### src/rtl/riscv_pkg.sv
// Shared RV32I encoder/decoder types: format codes, opcodes, field bundle.
// Used by riscv_instr_encoder and the decoder.
package riscv_pkg;

  typedef enum logic [2:0] {
    FMT_UNKNOWN = 3'd0,
    FMT_R       = 3'd1,
    FMT_I       = 3'd2,
    FMT_S       = 3'd3,
    FMT_B       = 3'd4,
    FMT_U       = 3'd5,
    FMT_J       = 3'd6,
    FMT_SYSTEM  = 3'd7
  } fmt_e;

  localparam logic [6:0] OP_REG    = 7'h33;
  localparam logic [6:0] OP_IMM    = 7'h13;
  localparam logic [6:0] OP_LOAD   = 7'h03;
  localparam logic [6:0] OP_STORE  = 7'h23;
  localparam logic [6:0] OP_BRANCH = 7'h63;
  localparam logic [6:0] OP_JAL    = 7'h6F;
  localparam logic [6:0] OP_LUI    = 7'h37;
  localparam logic [6:0] OP_SYSTEM = 7'h73;

  typedef struct packed {
    fmt_e        fmt;
    logic [6:0]  opcode;
    logic [4:0]  rd;
    logic [2:0]  funct3;
    logic [4:0]  rs1;
    logic [4:0]  rs2;
    logic [6:0]  funct7;
    logic [31:0] imm;
  } enc_fields_t;

endpackage

### src/rtl/riscv_instr_encoder_if.sv
// Valid/ready field-bundle input and encoded-word output of the encoder.
// master drives bundles and out_ready; slave is the encoder.
interface riscv_instr_encoder_if;

  logic        in_valid;
  logic        in_ready;
  logic [2:0]  in_type;
  logic [6:0]  in_opcode;
  logic [4:0]  in_rd;
  logic [2:0]  in_funct3;
  logic [4:0]  in_rs1;
  logic [4:0]  in_rs2;
  logic [6:0]  in_funct7;
  logic [31:0] in_imm;
  logic        out_valid;
  logic        out_ready;
  logic [31:0] out_instr;
  logic        out_err;

  modport master (
    output in_valid, in_type, in_opcode, in_rd,
    output in_funct3, in_rs1, in_rs2, in_funct7,
    output in_imm, out_ready,
    input  in_ready, out_valid, out_instr, out_err
  );

  modport slave (
    input  in_valid, in_type, in_opcode, in_rd,
    input  in_funct3, in_rs1, in_rs2, in_funct7,
    input  in_imm, out_ready,
    output in_ready, out_valid, out_instr, out_err
  );

endinterface

### src/rtl/riscv_imm_pack.sv
// Places immediate/funct7 bits per format; flags misaligned and, with
// ENCODER_RANGE_CHECK_EN defined, immediates that overflow their field.
module riscv_imm_pack
  import riscv_pkg::*;
(
  input  fmt_e        fmt,
  input  logic [2:0]  funct3,
  input  logic [6:0]  opcode,
  input  logic [6:0]  funct7,
  input  logic [31:0] imm,
  output logic [31:0] imm_word,
  output logic        range_err,
  output logic        misaligned
);

  logic is_shift;

  assign is_shift = (fmt == FMT_I) && (opcode == OP_IMM)
                 && (funct3 == 3'd1 || funct3 == 3'd5);

  assign misaligned = (fmt == FMT_B || fmt == FMT_J) && imm[0];

  always_comb begin
    imm_word = '0;
    unique case (fmt)
      FMT_R:
        imm_word = {funct7, 25'd0};
      FMT_I, FMT_SYSTEM:
        if (is_shift) imm_word = {funct7, imm[4:0], 20'd0};
        else          imm_word = {imm[11:0], 20'd0};
      FMT_S:
        imm_word = {imm[11:5], 13'd0, imm[4:0], 7'd0};
      FMT_B:
        imm_word = {imm[12], imm[10:5], 13'd0,
                    imm[4:1], imm[11], 7'd0};
      FMT_U:
        imm_word = {imm[31:12], 12'd0};
      FMT_J:
        imm_word = {imm[20], imm[10:1], imm[11],
                    imm[19:12], 12'd0};
      default:
        imm_word = '0;
    endcase
  end

`ifdef ENCODER_RANGE_CHECK_EN
  logic fit12, fit13, fit21;

  // sign-extension fits: all bits above the field agree
  assign fit12 = (&imm[31:11]) || !(|imm[31:11]);
  assign fit13 = (&imm[31:12]) || !(|imm[31:12]);
  assign fit21 = (&imm[31:20]) || !(|imm[31:20]);

  always_comb begin
    range_err = 1'b0;
    unique case (fmt)
      FMT_I, FMT_SYSTEM:
        range_err = is_shift ? (|imm[31:5]) : !fit12;
      FMT_S:   range_err = !fit12;
      FMT_B:   range_err = !fit13;
      FMT_J:   range_err = !fit21;
      FMT_U:   range_err = |imm[11:0];
      default: range_err = 1'b0;
    endcase
  end
`else
  assign range_err = 1'b0;
`endif

endmodule

### src/rtl/riscv_instr_encoder.sv
// Two-stage valid/ready RV32I encoder: S1 holds fields, S2 the packed word.
// Optional immediate range errors via ENCODER_RANGE_CHECK_EN.
module riscv_instr_encoder
  import riscv_pkg::*;
#(
  parameter int CNT_W = 16
) (
  input  logic             clk,
  input  logic             rst,
  riscv_instr_encoder_if.slave bus,
  output logic [CNT_W-1:0] enc_count
);

  enc_fields_t s1;
  logic        s1_valid;
  logic        s2_valid;
  logic        s2_load;
  logic [31:0] s2_instr;
  logic        s2_err;
  logic [31:0] imm_word;
  logic [31:0] packed_w;
  logic        range_err;
  logic        misaligned;
  logic        err_c;
  logic        use_rd, use_rs1, use_rs2;

  assign s2_load       = !s2_valid || bus.out_ready;
  assign bus.in_ready  = !s1_valid || s2_load;
  assign bus.out_valid = s2_valid;
  assign bus.out_instr = s2_instr;
  assign bus.out_err   = s2_err;

  riscv_imm_pack u_imm_pack (
    .fmt        (s1.fmt),
    .funct3     (s1.funct3),
    .opcode     (s1.opcode),
    .funct7     (s1.funct7),
    .imm        (s1.imm),
    .imm_word   (imm_word),
    .range_err  (range_err),
    .misaligned (misaligned)
  );

  assign use_rd  = s1.fmt inside {FMT_R, FMT_I, FMT_U,
                                  FMT_J, FMT_SYSTEM};
  assign use_rs1 = s1.fmt inside {FMT_R, FMT_I, FMT_S,
                                  FMT_B, FMT_SYSTEM};
  assign use_rs2 = s1.fmt inside {FMT_R, FMT_S, FMT_B};

  // rs1 and funct3 appear in exactly the same formats
  always_comb begin
    packed_w      = imm_word;
    packed_w[6:0] = s1.opcode;
    if (use_rd)  packed_w[11:7]  = s1.rd;
    if (use_rs1) packed_w[14:12] = s1.funct3;
    if (use_rs1) packed_w[19:15] = s1.rs1;
    if (use_rs2) packed_w[24:20] = s1.rs2;
    if (s1.fmt == FMT_UNKNOWN) packed_w = '0;
  end

  assign err_c = (s1.fmt == FMT_UNKNOWN) || misaligned || range_err;

  always_ff @(posedge clk) begin
    if (rst) begin
      s1_valid  <= 1'b0;
      s1        <= '0;
      s2_valid  <= 1'b0;
      s2_instr  <= '0;
      s2_err    <= 1'b0;
      enc_count <= '0;
    end else begin
      if (bus.in_ready) begin
        s1_valid <= bus.in_valid;
        if (bus.in_valid) begin
          s1 <= '{fmt:    fmt_e'(bus.in_type),
                  opcode: bus.in_opcode,
                  rd:     bus.in_rd,
                  funct3: bus.in_funct3,
                  rs1:    bus.in_rs1,
                  rs2:    bus.in_rs2,
                  funct7: bus.in_funct7,
                  imm:    bus.in_imm};
        end
      end
      if (s2_load) begin
        s2_valid <= s1_valid;
        if (s1_valid) begin
          s2_instr <= packed_w;
          s2_err   <= err_c;
        end
      end
      if (s2_valid && bus.out_ready)
        enc_count <= enc_count + 1'b1;
    end
  end

endmodule

### src/flat_wrapper.sv
// flat-port wrapper written by rule: the top's interface ports become plain ports
module riscv_instr_encoder_flat import riscv_pkg::*;
#(
  parameter int CNT_W = 16
)
  (clk, rst, enc_count, bus_in_valid, bus_in_type, bus_in_opcode, bus_in_rd, bus_in_funct3, bus_in_rs1, bus_in_rs2, bus_in_funct7, bus_in_imm, bus_out_ready, bus_in_ready, bus_out_valid, bus_out_instr, bus_out_err);
  riscv_instr_encoder_if bus_i ();
  input  logic clk;
  input  logic rst;
  output logic [CNT_W-1:0] enc_count;
  input wire logic [$bits(bus_i.in_valid)-1:0] bus_in_valid;
  input wire logic [$bits(bus_i.in_type)-1:0] bus_in_type;
  input wire logic [$bits(bus_i.in_opcode)-1:0] bus_in_opcode;
  input wire logic [$bits(bus_i.in_rd)-1:0] bus_in_rd;
  input wire logic [$bits(bus_i.in_funct3)-1:0] bus_in_funct3;
  input wire logic [$bits(bus_i.in_rs1)-1:0] bus_in_rs1;
  input wire logic [$bits(bus_i.in_rs2)-1:0] bus_in_rs2;
  input wire logic [$bits(bus_i.in_funct7)-1:0] bus_in_funct7;
  input wire logic [$bits(bus_i.in_imm)-1:0] bus_in_imm;
  input wire logic [$bits(bus_i.out_ready)-1:0] bus_out_ready;
  output wire logic [$bits(bus_i.in_ready)-1:0] bus_in_ready;
  output wire logic [$bits(bus_i.out_valid)-1:0] bus_out_valid;
  output wire logic [$bits(bus_i.out_instr)-1:0] bus_out_instr;
  output wire logic [$bits(bus_i.out_err)-1:0] bus_out_err;
  assign bus_i.in_valid = bus_in_valid;
  assign bus_i.in_type = bus_in_type;
  assign bus_i.in_opcode = bus_in_opcode;
  assign bus_i.in_rd = bus_in_rd;
  assign bus_i.in_funct3 = bus_in_funct3;
  assign bus_i.in_rs1 = bus_in_rs1;
  assign bus_i.in_rs2 = bus_in_rs2;
  assign bus_i.in_funct7 = bus_in_funct7;
  assign bus_i.in_imm = bus_in_imm;
  assign bus_i.out_ready = bus_out_ready;
  assign bus_in_ready = bus_i.in_ready;
  assign bus_out_valid = bus_i.out_valid;
  assign bus_out_instr = bus_i.out_instr;
  assign bus_out_err = bus_i.out_err;
  riscv_instr_encoder #(.CNT_W(CNT_W)) u_core (.clk(clk), .rst(rst), .bus(bus_i), .enc_count(enc_count));
endmodule
### config.mk
export PLATFORM = sky130hd
export DESIGN_NAME = riscv_instr_encoder_flat
export DESIGN_NICKNAME = d
export VERILOG_FILES = /design/src/rtl/riscv_pkg.sv /design/src/rtl/riscv_instr_encoder_if.sv /design/src/rtl/riscv_imm_pack.sv /design/src/rtl/riscv_instr_encoder.sv /design/src/flat_wrapper.sv
export SDC_FILE = /design/constraint.sdc
export NUM_CORES = 1
export LEC_CHECK = 0
export BUFFER_PORTS_ARGS = -buffer_cell sky130_fd_sc_hd__buf_2
export CAP_MARGIN = 10
export CORE_UTILIZATION = 39
export DETAILED_ROUTE_END_ITERATION = 7
export SETUP_SLACK_MARGIN = 0.2
export SKIP_LAST_GASP = 1
export SYNTH_ARGS = -nofsm -noshare
export SYNTH_HDL_FRONTEND = slang
export SYNTH_SLANG_ARGS = --single-unit
### constraint.sdc
create_clock -name clk -period 3.44 [get_ports clk]
set_input_delay 0.688 -clock clk [delete_from_list [all_inputs] [get_ports clk]]
set_output_delay 0.688 -clock clk [all_outputs]
set_load 0.05 [all_outputs]
==> flow_summary.ini, run 1 <==
[layout]
fillers = 1333
drive_gt1_share_pct = 22.8
seq_area_um2 = 2360
syn_to_final_growth_pct = 24.0
diodes = 0
nNetsFinal = 826
multiInputGateArea_um2 = 2690

[route]
postRouteAntennaNets = 0
drc_errors = 0
wire_per_inst_um = 15.5
vias = 4959
viasPerCell = 5.26
wl_mm = 14.6
first_pass_iters = 5
drt-initial-drc-count = 372

[yosys]
async_reset_ff_share_pct = 0
netlist_area_um2 = 5310
synth_area_leaders = dfxtp_1 44%, nand2_1 11%, a21oi_1 9.2%
yosys_most_used_dff = dfxtp_1
avgSynthCellArea_um2 = 8.08
synth-edff-count = 0
yosys_warnings = 0
yosys.area.top_type = dfxtp_1
ys_ff_latch = 118
ys_types = 54
syn_nets = 729
synth_top_area_share_pct = 44.5
ys_seq_area_share_pct = 44.5
synthCells = 657

[flow_run]
cap_violations = 0

[cts]
postCtsSetupBuffers = 0
cts_hold_buf = 0
clockBufferDepth = 2
clk_pin_slew_worst_paths_ps = 50
cts_sinks = 118
ctsHtreeMaxLevel = 4
postCtsResizedCells = 0
cts_tree = done
clock_latency_ps = 400
cts_buffers = 17
clockRootBuffer = clkbuf_16

[setup_path]
r2r_slack_ps = 1130
cp-end-kind = flop
crit_path_end = u_core.bus.out_instr[23]
crit_buf_inv = 1
path_depth = 4
cp.required_ps = 3770
arrival_ps = 2650
cp-startpoint = u_core.s1[64]
cp_slowest_cell = a311oi_4
path_max_fanout = 18
crit_chain = inv_2 > a311oi_4 > nand2b_1 > o21ai_1
reg2reg_to = u_core.bus.out_instr[23]
r2r_cells = 4
timing.rr.start = u_core.s1[64]
crit_family = compound AO/OA/AOI/OAI gates
criticalPathCategory = reg2reg
worst_setup_path_start_kind = flop
cpPeakStageDelay_ps = 800

[placement]
io_buffers = 121
gp_congestion = 0.837
dp_hpwl_mm = 10.1
dp_slack_ps = 905

[grt]
antenna_found_initial = 0
grt_use_met3_pct = 4.10
grt_usage_pct = 21.1
gr-max-usage-layer = met2
use_met2_pct = 31.5
grt_pass1_vias = 4660
grt_overflow_total = 0
grt_pass1_wl_mm = 23.6
grt_use_met1_pct = 30.1
grt_max_degree = 69

[timing]
final-hold-violation-count = 0
skew_ps = 6.86
layout_setup_ws_ps = 1130
rsz0062_at_grt = false
tns_ps = 0
finalSetupViolCount = 0
worst_slew_pin_slew_ps = 954
relSlewSlack_pct = 36.2
fin_crit_sh_pct = 67.2
clock.fmax_mhz = 432
fin_crit_ps = 2310
maxSlewViolCount = 0

[run_status]
status = finished clean

[floorplan]
start_util_pct = 40.1
die_area_um2 = 14100
die_w_um = 119
core_area_um2 = 13200
ioPinCount = 122
fp.dieH_um = 119
rows = 42

[power_and_ir_drop]
p_leak_nw = 2.69
power_density_nw_per_um2 = 545
ir_drop_mv = 0.346

[worst_hold_path]
hold_path_class = reg2reg
per-stage QoR:
stage | instances | hold slack, ps | util (%) | power [mW] | cell area, um2
final | 943 | 449 | 49.7 | 3.58 | 6580
after global placement | 911 | 440 | 45.1 | 1.81 | 5970
after global routing | 943 | 478 | 49.7 | 3.71 | 6580
after floorplan | 657 | 431 | - | 1.71 | 5310
after CTS | 943 | 455 | 49.7 | 3.61 | 6580
after detailed placement | 911 | 446 | 45.1 | 1.81 | 5970
placed cells by master (no fill, tap or decap), types with 11 or more instances in the layout:
cell type | synthesis | layout
a21oi_1 | 98 | 97
a221oi_1 | 20 | 20
buf_2 | 17 | 120
or4_1 | 11 | 11
nand2b_1 | 18 | 18
nand2_1 | 157 | 156
dfxtp_1 | 118 | 118
clkbuf_16 | 0 | 17
nor2_1 | 29 | 29
worst register-to-register path, stage by stage (launching register included):
cell and delay, ps:
dfxtp_1 700, inv_2 310, a311oi_4 800, nand2b_1 260, o21ai_1 180
Yosys cell counts (5+ instances only):
master,number
o21ai_0,9
nor2_1,29
clkbuf_1,26
mux2i_1,6
a31oi_1,6
nor2b_1,7
or3b_2,5
o21bai_1,5
a21boi_0,6
a221oi_1,20
or4_1,11
and3_1,9
buf_2,17
nand3b_1,9
a21oi_1,98
nand3_1,10
o21ai_1,6
a22oi_1,7
nand2b_1,18
nand2_1,157
a211oi_1,10
xor2_1,7
and4_1,5
dfxtp_1,118
flip-flops by register name (all words and copies together), names as in the netlist:
register / flops
u_core.bus.out_err: 1
u_core.s1: 67
u_core.bus.out_valid: 1
u_core.enc_count: 16
u_core.bus.out_instr: 32
u_core.s1_valid: 1
cells by family (layout without fill, tap and decap cells):
logic type / Yosys count / in the layout / share of synthesized area [%]
mux: 8 / 8 / 1.56
compound gates: 188 / 188 / 22.4
xor+xnor: 9 / 9 / 1.48
simple gates: 274 / 274 / 24.7
buf+inv: 59 / 169 / 5.14
fa+ha+maj: 1 / 1 / 0.236
flops: 118 / 118 / 44.5
layer usage:
metal / up-vias / part of all wire [%]
li1: 2505 / -
met3: 9 / 4.5
met1: 2300 / 51
met4: 0 / 1.1
met2: 145 / 43
met5: - / 0
where the power goes:
part | internal (mW) | switching, mW | total (mW)
registers | 1.42 | 0.0528 | 1.47
clock network | 1.18 | 0.618 | 1.80
logic | 0.118 | 0.196 | 0.313
how the worst min path moves through the flow:
stage                                  from                      end  slack [ps]  depth (start not counted)
floorplan                     u_core.s1[13]            u_core.s1[13]         430                          2
global placement              u_core.s1[13]            u_core.s1[13]         440                          2
detailed placement             u_core.s1[6]             u_core.s1[6]         450                          2
CTS                           u_core.s1[28]            u_core.s1[28]         460                          2
global route        u_core.bus.out_instr[7]  u_core.bus.out_instr[7]         480                          2
finish                        u_core.s1[28]            u_core.s1[28]         450                          2
layout make-up:
type	instances	share of cell area, %
clock inverters	11	2.26
inverters	7	0.399
repair buffers	130	10.3
flip-flops and latches	118	35.9
multi-input cells	480	40.8
well taps	176	3.35
clock buffers	21	7.00
Power figures use the tool's default switching activity.
==> inputs of run 2 (changes only) <==
clock period = 2 ns   (was 3.44 ns; I/O delays follow)
==> run 2 against run 1 <==
Effect of this change: total power rose by 73%; clock power rose by 71%; non-clock buffer count rose by 9; flip-flop and latch count did not move; via count rose by 1.1%; final cell count rose by 0.95%; largest cell class unchanged; highest routed layer unchanged.
==> flow_summary.ini, run 2 (same netlist as run 1, synthesis figures left out) <==
[cts]
clockRootBuffer = clkbuf_16
clk_pin_slew_worst_paths_ps = 50
postCtsSetupBuffers = 0
cts_buffers = 17
clockBufferDepth = 2
postCtsResizedCells = 2
ctsHtreeMaxLevel = 4
cts_sinks = 118
cts_hold_buf = 0
cts_tree = done
clock_latency_ps = 420

[grt]
grt_pass1_vias = 4707
grt_overflow_total = 0
grt_usage_pct = 21.6
grt_pass1_wl_mm = 24.0
antenna_found_initial = 0
grt_max_degree = 59

[placement]
dp.cells = 920
gp_congestion = 0.865
dp_hpwl_mm = 10.5
io_buffers = 121

[power_and_ir_drop]
clkPwrFrac_pct = 49.8
p_comb_share_pct = 9.2
p_switching_mw = 1.53
ir_drop_mv = 0.654
internal_power_mw = 4.66
power_density_nw_per_um2 = 923
switching_share_pct = 24.7
seq_power_share_pct = 41.0
p_leak_nw = 2.74

[layout]
top_register = u_core.s1
drive_gt1_share_pct = 25.0
stdcell_count = 952
largest_register_ffs = 67
diodes = 0
final_common_cell = nand2_1
layout_common_cells = 156 x nand2_1, 120 x buf_2, 109 x dfxtp_1
fillers = 1343
syn_to_final_growth_pct = 26.2
nNetsFinal = 835

[setup_path]
cp.required_ps = 1600
criticalPathCategory = reg2out
cpPeakStageDelay_ps = 480
path_depth = 2
arrival_ps = 1320
worst_setup_path_start_kind = flop
path_max_fanout = 11
cp_slowest_cell = dfxtp_2
cp-end-kind = output pin
crit_chain = nand3b_1 > buf_2
crit_buf_inv = 1
crit_family = flip-flops
r2r_cells = 6

[flow_run]
cap_violations = 0

[worst_hold_path]
min_path_cells = 3
hold_path_class = in2reg

[route]
drc_errors = 0
wire_per_inst_um = 15.6
wl_mm = 14.8
first_pass_iters = 5
vias = 5012
viasPerCell = 5.26
drt-initial-drc-count = 447
postRouteAntennaNets = 0

[timing]
fin_crit_sh_pct = 85.8
maxSlewViolCount = 0
worst_slew_pin_slew_ps = 533
rsz0062_at_grt = false
relSlewSlack_pct = 64.5
fin_crit_ps = 1720
skew_ps = 4.91
final-hold-violation-count = 0
tns_ps = 0
clock.fmax_mhz = 582
finalSetupViolCount = 0

[floorplan]
die_w_um = 119
core_area_um2 = 13200
start_util_pct = 40.1
rows = 42
ioPinCount = 122
fp.dieH_um = 119
die_area_um2 = 14100

[run_status]
status = finished clean
## run 2: cell types whose count changed in the layout (fill, tap and decap cells not counted), moves of 3 or more
cell	previous run	this run
dfxtp_1	118	109
buf_12	0	3
buf_4	10	15
dfxtp_2	0	8
## run 2: area by class of cell
type / count / area (um2) / area share, %
Multi-Input combinational cell: 480 / 2690 / 40.2
Clock buffer: 20 / 447 / 6.67
Clock inverter: 12 / 153 / 2.28
Tap cell: 176 / 220 / 3.29
Inverter: 7 / 26.3 / 0.392
Timing Repair Buffer: 139 / 785 / 11.7
Sequential cell: 118 / 2380 / 35.5
## run 2: worst paths after layout
check / from / to / slack (ps)
setup reg to reg: u_core.s1[66] / u_core.bus.out_instr[20] / 320
hold / removal: bus_in_imm[7] / u_core.s1[7] / 220
setup / recovery: u_core.s1_valid / bus_in_ready / 280
hold reg to reg: u_core.s1[8] / u_core.s1[8] / 450
## run 2: worst min-delay path, stage by stage
cell     delay (ps)
buf_2            90
nand2_1          40
a21oi_1          50
## run 2: power groups by stage
| stage | clock, mW | sequential (mW) | combinational, mW |
|---|---|---|---|
| finish | 3.08 | 2.54 | 0.570 |
| global route | 3.25 | 2.54 | 0.634 |
| CTS | 3.12 | 2.53 | 0.569 |
| detailed placement | 0 | 2.58 | 0.567 |
| global placement | 0 | 2.58 | 0.555 |
| floorplan | 0 | 2.59 | 0.352 |
## run 2: routing by layer
metal / wire (um) / vias up / global-route usage [%]
li1: - / 2519 / -
met1: 7380 / 2328 / 31.0
met2: 6410 / 152 / 31.6
met3: 847 / 13 / 5.12
met4: 178 / 0 / 7.12
met5: 0 / - / 0
## run 2: through the flow
| step | setup WS [ps] | area (um2) | utilization, % | hold slack, ps | total power [mW] |
|---|---|---|---|---|---|
| after detailed placement | 206 | 6090 | 46.0 | 447 | 3.15 |
| after global routing | 213 | 6700 | 50.6 | 214 | 6.42 |
| after floorplan | 221 | 5330 | - | 431 | 2.94 |
| after CTS | 270 | 6690 | 50.5 | 209 | 6.22 |
| after global placement | 252 | 6090 | 46.0 | 448 | 3.13 |
| final | 283 | 6700 | 50.6 | 220 | 6.18 |
==> inputs of run 3 (changes only) <==
--- a/config.mk
+++ b/config.mk
@@ -9,2 +9,3 @@
 export CAP_MARGIN = 10
+export CORE_MARGIN = 4
 export CORE_UTILIZATION = 39
==> constraint.sdc (replaced) <==
create_clock -name clk -period 2 [get_ports clk]
set_input_delay 0.1 -clock clk [delete_from_list [all_inputs] [get_ports clk]]
set_output_delay 0.1 -clock clk [all_outputs]
set_load 0.05 [all_outputs]
==> run 3 against run 2 <==
Effect of this change: critical path depth is 2 higher; largest power group unchanged; first-iteration DRC count shrank 1.6%; final cell count up 7.6%; critical endpoint is now u_core.bus.out_instr[13]; largest cell class unchanged; core utilization up 5.3 points; worst hold slack worse by 200 ps; global-route usage down 1.0 points.
==> flow_summary.ini, run 3 (same netlist as run 1, synthesis figures left out) <==
[run_status]
status = finished clean

[placement]
gp_congestion = 0.834
placed_cell_area_um2 = 6110
dp_hpwl_mm = 11.0
io_buffers = 121

[floorplan]
core_area_um2 = 13300
die_w_um = 125
ioPinCount = 122
rows = 42
fp.dieH_um = 125
die_area_um2 = 15500
start_util_pct = 39.9

[layout]
design_area_um2 = 7430
final_common_cell = nand2_1
drive_gt1_share_pct = 23.2
largest_register_ffs = 67
layout_common_cells = 156 x nand2_1, 120 x buf_2, 110 x dfxtp_1
top_register = u_core.s1
diodes = 0
nNetsFinal = 908
fin_util_pct = 55.9
syn_to_final_growth_pct = 39.9

[grt]
antenna_found_initial = 0
grt_pass1_vias = 5026
grt_overflow_total = 0
grt_max_degree = 61
grt_pass1_wl_mm = 25.9
grt_usage_pct = 20.6

[setup_path]
path_max_fanout = 32
worst_setup_path_start_kind = flop
reg2reg_to = u_core.bus.out_instr[13]
criticalPathCategory = reg2reg
cp.required_ps = 2350
arrival_ps = 2060
timing.rr.start = u_core.s1[64]
r2r_cells = 4
r2r_slack_ps = 290
cp-end-kind = flop

[cts]
clk_pin_slew_worst_paths_ps = 50
cts_tree = done
clock_latency_ps = 420
cts_sinks = 118
cts_buffers = 17
postCtsSetupBuffers = 0
clockBufferDepth = 2
ctsHtreeMaxLevel = 4
clockRootBuffer = clkbuf_16

[timing]
skew_ps = 12.2
tns_ps = 0
final-hold-violation-count = 0
worst_slew_pin_slew_ps = 573
hold_ws_ps = 22.2
fin_crit_sh_pct = 85.5
clock.fmax_mhz = 585
relSlewSlack_pct = 61.7
fin_crit_ps = 1710
finalSetupViolCount = 0
maxSlewViolCount = 0
rsz0062_at_grt = true

[route]
route.met2.wl_mm = 7.19
viasPerCell = 5.16
drt-initial-drc-count = 440
first_pass_iters = 5
top_layer_used = met4
postRouteAntennaNets = 0
vias = 5281
drt-met1-wl_mm = 7.51
wl_mm = 15.7
wire_per_inst_um = 15.3
drc_errors = 0
met3_length_um = 786

[worst_hold_path]
hold_path_class = in2reg
min_path_cells = 3
hp-start = bus_in_valid
hold_end = u_core.s1_valid

[flow_run]
cap_violations = 0

[power_and_ir_drop]
power_density_nw_per_um2 = 862
ir_drop_mv = 0.534
p_leak_nw = 3.07
power_mw = 6.40
run 3: cell types whose count changed in the layout (fill, tap and decap cells not counted), sizes merged:
cell	before	now
inv	8	7
clkinv	4	2
clkbuf	20	24
clkinvlp	4	2
buf	139	144
dlygate4sd3	0	68
run 3: power breakdown:
group          switching [mW]  internal (mW)
sequential             0.0924           2.45
combinational           0.358          0.313
clock                    1.04           2.15
total                    1.49           4.91
run 3: routing by layer:
layer / up-vias / track usage [%]
li1: 2671 / -
met1: 2434 / 28.0
met2: 160 / 31.8
met3: 16 / 5.10
met4: 0 / 7.35
met5: - / 0
run 3: area by class of cell:
| cell class | instances | area [um2] |
|---|---|---|
| clock inverter | 7 | 115 |
| timing repair buffer | 212 | 1490 |
| inverter | 7 | 26.3 |
| multi-input combinational | 480 | 2690 |
| clock buffer | 24 | 513 |
| fill | 1234 | 5870 |
| sequential | 118 | 2370 |
| tap | 176 | 220 |
run 3: metrics by stage:
step                worst slack, ps  std cells
global placement                328        925
floorplan                       221        657
detailed placement              287        925
finish                          290       1024
global route                    180       1024
CTS                             274       1024
run 3: worst max path at each step:
stage	start	endpoint	slack [ps]	depth (start not counted)
2_1_floorplan	u_core.bus.out_valid	u_core.s1[1]	220	6
6_report	u_core.s1[64]	u_core.bus.out_instr[13]	290	4
3_5_place_dp	u_core.s1[66]	u_core.bus.out_instr[19]	290	5
4_1_cts	u_core.s1[66]	u_core.bus.out_instr[19]	270	5
3_3_place_gp	u_core.s1[64]	u_core.bus.out_instr[25]	330	4
5_1_grt	u_core.s1[64]	u_core.bus.out_instr[13]	180	4
run 3: repair_timing:
| item | CTS | global route |
|---|---|---|
| endpoints found under the hold margin | 68 | 0 |
| resized for setup | 0 | 2 |
| hold buffers | 68 | 0 |
| setup endpoints to repair | 0 | 3 |
run 3: worst max-delay path: stages, from the launching register on:
cell and delay, ps:
dfxtp_1 500, buf_4 370, a221oi_1 90, or4_1 530
a21oi_1 150
